## config.mk

```make
export PLATFORM = sky130hd
export DESIGN_NAME = mod_mul_seq
export DESIGN_NICKNAME = d
export VERILOG_FILES = /design/src/rtl/mod_arith_pkg.sv /design/src/rtl/cond_sub.sv /design/src/rtl/mod_mul_seq.sv
export SDC_FILE = /design/constraint.sdc
export NUM_CORES = 1
export LEC_CHECK = 0
export BUFFER_PORTS_ARGS = -buffer_cell sky130_fd_sc_hd__buf_2
export CAP_MARGIN = 20
export CORE_MARGIN = 2
export CORE_UTILIZATION = 57
export CTS_CLUSTER_DIAMETER = 120
export DETAILED_ROUTE_END_ITERATION = 10
export GPL_TIMING_DRIVEN = 0
export PLACE_DENSITY = 0.76
export RECOVER_POWER = 25
export SLEW_MARGIN = 10
export SYNTH_ARGS = -nofsm -noshare
export SYNTH_HDL_FRONTEND = slang
export SYNTH_SLANG_ARGS = --single-unit
```

## constraint.sdc

```tcl
create_clock -name clk -period 17.3 [get_ports clk]
set_input_delay 1.73 -clock clk [delete_from_list [all_inputs] [get_ports clk]]
set_output_delay 1.73 -clock clk [all_outputs]
set_load 0.05 [all_outputs]
```

## src/rtl/mod_arith_pkg.sv

```systemverilog
// Shared constants for the sequential modular-arithmetic blocks:
// operand width, FSM state encoding and fixed latencies.
package mod_arith_pkg;

    localparam int WIDTH = 32;

    typedef enum logic [2:0] {
        IDLE   = 3'd0,
        LOAD   = 3'd1,
        REDUCE = 3'd2,
        MUL    = 3'd3,
        FIN    = 3'd4
    } mmul_state_e;

    // Edges from the start-sampling edge to done, for m != 0 and m == 0.
    localparam int MMUL_LAT    = 66;
    localparam int MMUL_LAT_M0 = 2;

endpackage

```

## src/rtl/cond_sub.sv

```systemverilog
// Conditional subtract: brings a value below 2m back into [0, m).
module cond_sub #(
    parameter int W = 33
) (
    input  logic [W-1:0] x_i,
    input  logic [W-1:0] m_i,
    output logic [W-1:0] y_o
);

    assign y_o = (x_i >= m_i) ? x_i - m_i : x_i;

endmodule

```

## src/rtl/mod_mul_seq.sv

```systemverilog
// Bit-serial modular multiplier: first reduces a mod m (MSB-first), then
// runs a double-and-add over b's bits, keeping every partial value below m.
module mod_mul_seq
    import mod_arith_pkg::*;
#(
    parameter int WIDTH = mod_arith_pkg::WIDTH
) (
    input  logic             clk,
    input  logic             reset,
    input  logic             start,
    input  logic [WIDTH-1:0] a,
    input  logic [WIDTH-1:0] b,
    input  logic [WIDTH-1:0] m,
    output logic [WIDTH-1:0] result,
    output logic             done
);

    localparam int EW = WIDTH + 1;
    localparam int IW = $clog2(WIDTH);

    mmul_state_e      state_q, state_d;
    logic [WIDTH-1:0] a_q, a_d, b_q, b_d, m_q, m_d;
    logic [EW-1:0]    r_q, r_d, acc_q, acc_d;
    logic [IW-1:0]    i_q, i_d;
    logic [WIDTH-1:0] result_q, result_d;
    logic             done_q, done_d;

    logic [EW-1:0] m_ext;
    logic [EW-1:0] red_sum, red_out;
    logic [EW-1:0] mul_dbl, mul_s1, mul_add, mul_s2;

    // Partial values stay below m, so one extra bit absorbs every 2x or +r step.
    assign m_ext   = {1'b0, m_q};
    assign red_sum = (r_q << 1) | EW'(a_q[i_q]);
    assign mul_dbl = acc_q << 1;
    assign mul_add = mul_s1 + (b_q[i_q] ? r_q : '0);

    cond_sub #(.W(EW)) u_sub_red  (.x_i(red_sum), .m_i(m_ext), .y_o(red_out));
    cond_sub #(.W(EW)) u_sub_dbl  (.x_i(mul_dbl), .m_i(m_ext), .y_o(mul_s1));
    cond_sub #(.W(EW)) u_sub_add  (.x_i(mul_add), .m_i(m_ext), .y_o(mul_s2));

    always_ff @(posedge clk) begin
        if (reset) begin
            state_q <= IDLE;
        end else begin
            state_q <= state_d;
        end
    end

    always_comb begin
        state_d = state_q;
        unique case (state_q)
            IDLE:    state_d = start ? LOAD : IDLE;
            LOAD:    state_d = (m == '0) ? FIN : REDUCE;
            REDUCE:  state_d = (i_q == '0) ? MUL : REDUCE;
            MUL:     state_d = (i_q == '0) ? FIN : MUL;
            FIN:     state_d = IDLE;
            default: state_d = IDLE;
        endcase
    end

    always_comb begin
        a_d      = a_q;
        b_d      = b_q;
        m_d      = m_q;
        r_d      = r_q;
        acc_d    = acc_q;
        i_d      = i_q;
        result_d = result_q;
        done_d   = done_q;
        unique case (state_q)
            IDLE: done_d = ~start;
            LOAD: begin
                a_d   = a;
                b_d   = b;
                m_d   = m;
                r_d   = '0;
                acc_d = '0;
                i_d   = IW'(WIDTH - 1);
            end
            REDUCE: begin
                r_d = red_out;
                i_d = (i_q == '0) ? IW'(WIDTH - 1) : i_q - IW'(1);
            end
            MUL: begin
                acc_d = mul_s2;
                i_d   = i_q - IW'(1);
            end
            FIN: begin
                result_d = acc_q[WIDTH-1:0];
                done_d   = 1'b1;
            end
            default: ;
        endcase
    end

    always_ff @(posedge clk) begin
        if (reset) begin
            a_q      <= '0;
            b_q      <= '0;
            m_q      <= '0;
            r_q      <= '0;
            acc_q    <= '0;
            i_q      <= '0;
            result_q <= '0;
            done_q   <= 1'b0;
        end else begin
            a_q      <= a_d;
            b_q      <= b_d;
            m_q      <= m_d;
            r_q      <= r_d;
            acc_q    <= acc_d;
            i_q      <= i_d;
            result_q <= result_d;
            done_q   <= done_d;
        end
    end

    assign result = result_q;
    assign done   = done_q;

endmodule

```

After elaboration in Yosys (flattened, before gate mapping)
Index checks and enable logic that the tools add are counted.
{"block": "classes", "mux": 18, "reduce_logical": 7, "n_eq_ne": 4, "n_addsub": 5, "bitwise_logic": 2, "n_lt_le_gt_ge": 4}
{"cell": "33-bit by 32-bit >= comparator with 1-bit output", "n": 3}
{"cell": "33-bit two-way mux", "n": 3}
{"cell": "33-bit one-hot mux with 2 select lines", "n": 1}
{"cell": "33-bit by 32-bit subtractor with 33-bit output", "n": 2}
{"cell": "32-bit one-hot mux with 2 select lines", "n": 1}
{"cell": "33-bit adder", "n": 1}
{"cell": "33-bit by 1-bit OR with 33-bit output", "n": 1}
{"cell": "32-bit logical NOT", "n": 1}
{"cell": "32-bit two-way mux", "n": 1}
{"cell": "32-bit subtractor", "n": 1}
{"cell": "5-bit one-hot mux with 3 select lines", "n": 1}
{"cell": "3-bit one-hot mux with 4 select lines", "n": 1}
{"cell": "1-bit binary-select mux with 5-bit select", "n": 2}
{"cell": "3-bit by 2-bit == test with 1-bit output (second input constant)", "n": 2}
{"cell": "5-bit by 6-bit less-than comparator with 1-bit output (second input constant)", "n": 1}
{"cell": "3-bit two-way mux", "n": 2}
{"cell": "2-bit nonzero test", "n": 3}
{"cell": "5-bit logical NOT", "n": 1}
{"cell": "5-bit two-way mux", "n": 1}
{"cell": "5-bit by 1-bit subtractor with 5-bit output (second input constant)", "n": 1}
{"cell": "1-bit two-way mux", "n": 4}
{"cell": "3-bit by 1-bit == test with 1-bit output (second input constant)", "n": 1}
{"cell": "3-bit == test (second input constant)", "n": 1}
{"cell": "3-bit logical NOT", "n": 1}
{"cell": "other kinds (3)", "n": 3}
{"block": "word_totals", "in_bits": 99, "register_bits": 202}

Depth between registers and ports, before layout
{"block": "logic_depth", "word_depth": 7, "ltp_mapped": 33}

By module
Synthesis repeated with hierarchy kept, for this count alone.
{"block": "unflattened", "hier_cells": 2311, "hier_area_um2": 16683.5}
{"module": "mod_mul_seq", "cells_per_inst": 1213, "area_each_um2": 9608.0, "instances": 1}
{"module": "cond_sub (u_sub_add ...)", "cells_per_inst": 370, "area_each_um2": 2411.1, "instances": 2}
{"module": "cond_sub (u_sub_red)", "cells_per_inst": 358, "area_each_um2": 2253.4, "instances": 1}

Worst setup path before layout
Ideal clock, no wire load.
{"block": "synth_timing", "path_type": "register to register", "from": "reg m_q[17]", "to": "reg acc_q[13]", "setup_slack_ps": 10533, "path_buffers": 4, "setup_ps": 122, "period_less_slack_ps": 6767, "stages_incl_launch_ff": 32, "arrival_time_ps": 6645, "required_ps": 17178, "cell_sequence": "dfxtp_1 inv_1 ha_1 clkbuf_1 nand2_1 nor4_4 nand2_1 o41ai_1 a21oi_1 nand2_1 buf_1 mux2_2 ha_1 a21oi_1 o221ai_1 a211o_1 o22ai_1 o21ai_0 a21oi_1 xnor2_1 ha_1 clkbuf_1 o21a_1 nor2_1 or3_1 o21a_1 o21ai_1 a21oi_1 a21oi_2 buf_2 nor3_1 a221o_1"}
{"block": "synth_via", "elab_chain_cells": 6, "word_cells_on_any_way": 8, "cone_classes": "add/sub: 3; order compare: 2; mux: 3"}
{"item": "from (decl)", "line_no": "mod_mul_seq.sv:22", "rtl": "logic [WIDTH-1:0] a_q, a_d, b_q, b_d, m_q, m_d;"}
{"item": "from (signal assigned)", "line_no": "mod_mul_seq.sv:110", "rtl": "m_q <= m_d;"}
{"item": "33-bit by 32-bit subtractor with 33-bit output / 33-bit by 32-bit >= comparator with 1-bit output (equally long branches)", "line_no": "cond_sub.sv:10", "rtl": "assign y_o = (x_i >= m_i) ? x_i - m_i : x_i;"}
{"item": "33-bit two-way mux", "line_no": "cond_sub.sv:10"}
{"item": "33-bit adder", "line_no": "mod_mul_seq.sv:36", "rtl": "assign mul_add = mul_s1 + (b_q[i_q] ? r_q : '0);"}
{"item": "33-bit by 32-bit >= comparator with 1-bit output / 32-bit subtractor (equally long branches)", "line_no": "cond_sub.sv:10"}
{"item": "32-bit two-way mux (*)", "line_no": "cond_sub.sv:10"}
{"item": "32-bit one-hot mux with 2 select lines (*)", "line_no": "mod_mul_seq.sv:71", "rtl": "unique case (state_q)"}
{"item": "to (signal assigned)", "line_no": "mod_mul_seq.sv:103", "rtl": "acc_q <= '0;"}
{"item": "to (signal assigned)", "line_no": "mod_mul_seq.sv:112", "rtl": "acc_q <= acc_d;"}
{"item": "to (decl)", "line_no": "mod_mul_seq.sv:23", "rtl": "logic [EW-1:0] r_q, r_d, acc_q, acc_d;"}
Mark *: on every way between the ends. The rest lies on a longest branch, timed or not.
A chain may end at the register's enable or synchronous reset.

Final worst setup path
{"block": "layout_timing", "from": "reg m_q[1]", "to": "reg acc_q[20]"}
{"block": "layout_via", "elab_chain_cells": 6, "word_cells_on_any_way": 8, "cone_classes": "add/sub: 3; order compare: 2; mux: 3"}
{"item": "33-bit by 32-bit subtractor with 33-bit output / 33-bit by 32-bit >= comparator with 1-bit output (equally long branches)", "line_no": "cond_sub.sv:10"}
{"item": "33-bit two-way mux", "line_no": "cond_sub.sv:10"}
{"item": "33-bit adder", "line_no": "mod_mul_seq.sv:36"}
{"item": "32-bit subtractor / 33-bit by 32-bit >= comparator with 1-bit output (equally long branches)", "line_no": "cond_sub.sv:10"}
{"item": "32-bit two-way mux (*)", "line_no": "cond_sub.sv:10"}
{"item": "32-bit one-hot mux with 2 select lines (*)", "line_no": "mod_mul_seq.sv:71"}
Marked as above.

==> flow_metrics.env <==
export IMPL_gp_congestion=1.07
export IMPL_synth_warning_count=0
export IMPL_grt_antenna_before_repair=0
export IMPL_dr_pass1_iters=5
export IMPL_r2r_start="m_q[1]$_SDFFE_PP0P_"
export IMPL_core_area_mm2=0.0262
export IMPL_syn_area_per_cell_um2=7.67
export IMPL_yosys_top_cells_area="dfxtp_1, ha_1, nand2_1"
export IMPL_port_buffer_count=131
export IMPL_drtAntennaViolNets=0
export IMPL_synth_most_common_cell="nand2_1"
export IMPL_hpwl_um=37400
export IMPL_utilization_pct=65.6
export IMPL_drv_cap=0
export IMPL_synth_net_count=2227
export IMPL_start_util_pct=58.4
export IMPL_wl_per_cell_um=18.4
export IMPL_synthCells=1995
export IMPL_slowest_stage="clkbuf_1"
export IMPL_num_io_pins=132
export IMPL_synth_top_area_share_pct=26.4
export IMPL_synth_area_mm2=0.0153
export IMPL_grt_pass1_wl_um=72200
export IMPL_critPathMaxStageDelay_ps=490
export IMPL_cts_setup_buffers=0
export IMPL_totalWireLength_um=46100
export IMPL_die_area_mm2=0.0282
export IMPL_nets=2384
export IMPL_num_antenna_cells=0
export IMPL_arrival_ps=9380
export IMPL_cts_sinks=202
export IMPL_cpMostUsedCell="ha_1"
export IMPL_placedCellCount=2461
export IMPL_rows=59
export IMPL_grt_pass1_vias=14433
export IMPL_instances_no_fill=2501
export IMPL_maxSlewViolCount=0
export IMPL_cts_tree="yes"
export IMPL_die_h_um=168
export IMPL_fin_worst_skew_ps=20.9
export IMPL_fillCellCount=2351
export IMPL_whs_ps=449
export IMPL_netlist_top_cells_count="nand2_1, a21oi_1, dfxtp_1, ha_1, nor2_1"
export IMPL_finalSetupViolations=0
export IMPL_hold_buffers=0
export IMPL_fp_dieW_um=168
export IMPL_drcViolationCount=0
export IMPL_vias_per_cell=6.10
export IMPL_clk_path_buf_depth=3
export IMPL_slew_headroom_pct=31.4
export IMPL_grt_overflow=0
export IMPL_drive_gt1_share_pct=10.8
export IMPL_clk_latency_ps=560
export IMPL_yosys_area_top_type="dfxtp_1"
export IMPL_yosysSeqAreaShare_pct=26.4
export IMPL_ctsResizeCount=0
export IMPL_cp_max_fo=10
export IMPL_critPathLaunch="m_q[1]$_SDFFE_PP0P_"
export IMPL_setup_tns_final_ps=0
export IMPL_drt_iter0_drc=1217
export IMPL_area_delta_synth_final_pct=12.3
export IMPL_synth_edf_count=0
export IMPL_fmax_mhz=112
export IMPL_clk_pin_slew_ps=60
export IMPL_post_route_min_period_ps=8920
export IMPL_synth_cell_types=84
export IMPL_synthFlopType="dfxtp_1"
export IMPL_grt_usage_pct=31.9
export IMPL_crit_path_end_kind="register"
export IMPL_cp_data_required_time_ps=17770
export IMPL_grt_setup_unrepaired="false"
export IMPL_hp_start="result[22]$_SDFFE_PP0P_"
export IMPL_htreeDepth=1
export IMPL_timing_final_crit_share_pct=51.5
export IMPL_status="finished clean"
export IMPL_grt_max_degree=14
export IMPL_finalHoldViolCount=0
export IMPL_ys_ff_latch=202
export IMPL_synth_async_reset_ratio_pct=0
export IMPL_root_buffer="clkbuf_16"
export IMPL_cts_made_buffers=24
export IMPL_startpoint_type="register"
export IMPL_hold_class="register to register"
export IMPL_worst_pin_slew_ps=1020
export IMPL_path_class="register to register"
export IMPL_vias=15252
[sequential cells by signal, indices dropped and copies added (netlist names)]
signal,cells
a_q,32
acc_q,32
b_q,32
done,1
i_q,5
m_q,32
r_q,33
result,32
state_q,3
[cell type report]
type	instances	area [um^2]	share of cell area [%]
Inverter	62	233	1.35
Clock inverter	9	149	0.866
Multi-Input combinational cell	1633	10600	61.8
Clock buffer	31	657	3.82
Buffer	98	410	2.39
Sequential cell	202	4040	23.5
Timing Repair Buffer	131	654	3.81
Tap cell	335	419	2.44
[per-layer routing]
layer | up-vias | part of all wire, % | track usage (%)
met5 | - | 0 | 0
li1 | 7484 | - | -
met4 | 0 | 4.9 | 15.5
met1 | 6942 | 41 | 39.4
met2 | 693 | 47 | 55.6
met3 | 133 | 7.6 | 3.67
[worst paths after layout]
check / endpoint / slack [ps] / cells past startpoint
worst min register to register: result[22]$_SDFFE_PP0P_ / 450 / 2
worst max register to register: acc_q[20]$_SDFFE_PP0P_ / 8380 / 31
worst max-delay path: acc_q[20]$_SDFFE_PP0P_ / 8380 / 31
worst min-delay path: result[22]$_SDFFE_PP0P_ / 450 / 2
[layout by cell type (no fill, tap or decap), types with 37 or more instances in the layout]
cell type | synthesis | final
xor2_1 | 44 | 44
ha_1 | 129 | 129
inv_1 | 61 | 61
a21oi_1 | 262 | 262
xnor2_1 | 63 | 63
clkbuf_1 | 73 | 78
nor2_1 | 85 | 85
dfxtp_1 | 202 | 202
a21o_1 | 65 | 65
nand2_1 | 400 | 400
and2_1 | 42 | 42
nand3_1 | 37 | 37
buf_2 | 13 | 143
o21ai_0 | 82 | 82
[metrics by stage]
stage	setup slack [ps]	instance area, um^2
finish	8380	17200
global route	8000	17200
CTS	8620	17200
detailed placement	8670	16400
global placement	8760	16400
floorplan	10530	15300
[kinds of logic after synthesis]
logic type	Yosys count	synth area share, %
simple gates	725	21.7
compound gates	608	25.1
flops	202	26.4
buf+inv	160	4.20
fa+ha+maj	133	11.1
xor+xnor	108	6.23
mux	59	5.24
[critical path: cells and delay by family, from the launching register on]
family	cells	cell delay, ps
AO/OA/AOI/OAI	16	4370
AND/OR/NAND/NOR	5	1030
multiplexers	1	450
XOR/XNOR	1	150
buffers and inverters	5	1420
adder cells (fa/ha/maj)	3	960
flip-flops	1	450
Power is not shown: default switching activity piles up to over one toggle a cycle in this logic, so the estimate is an artifact.
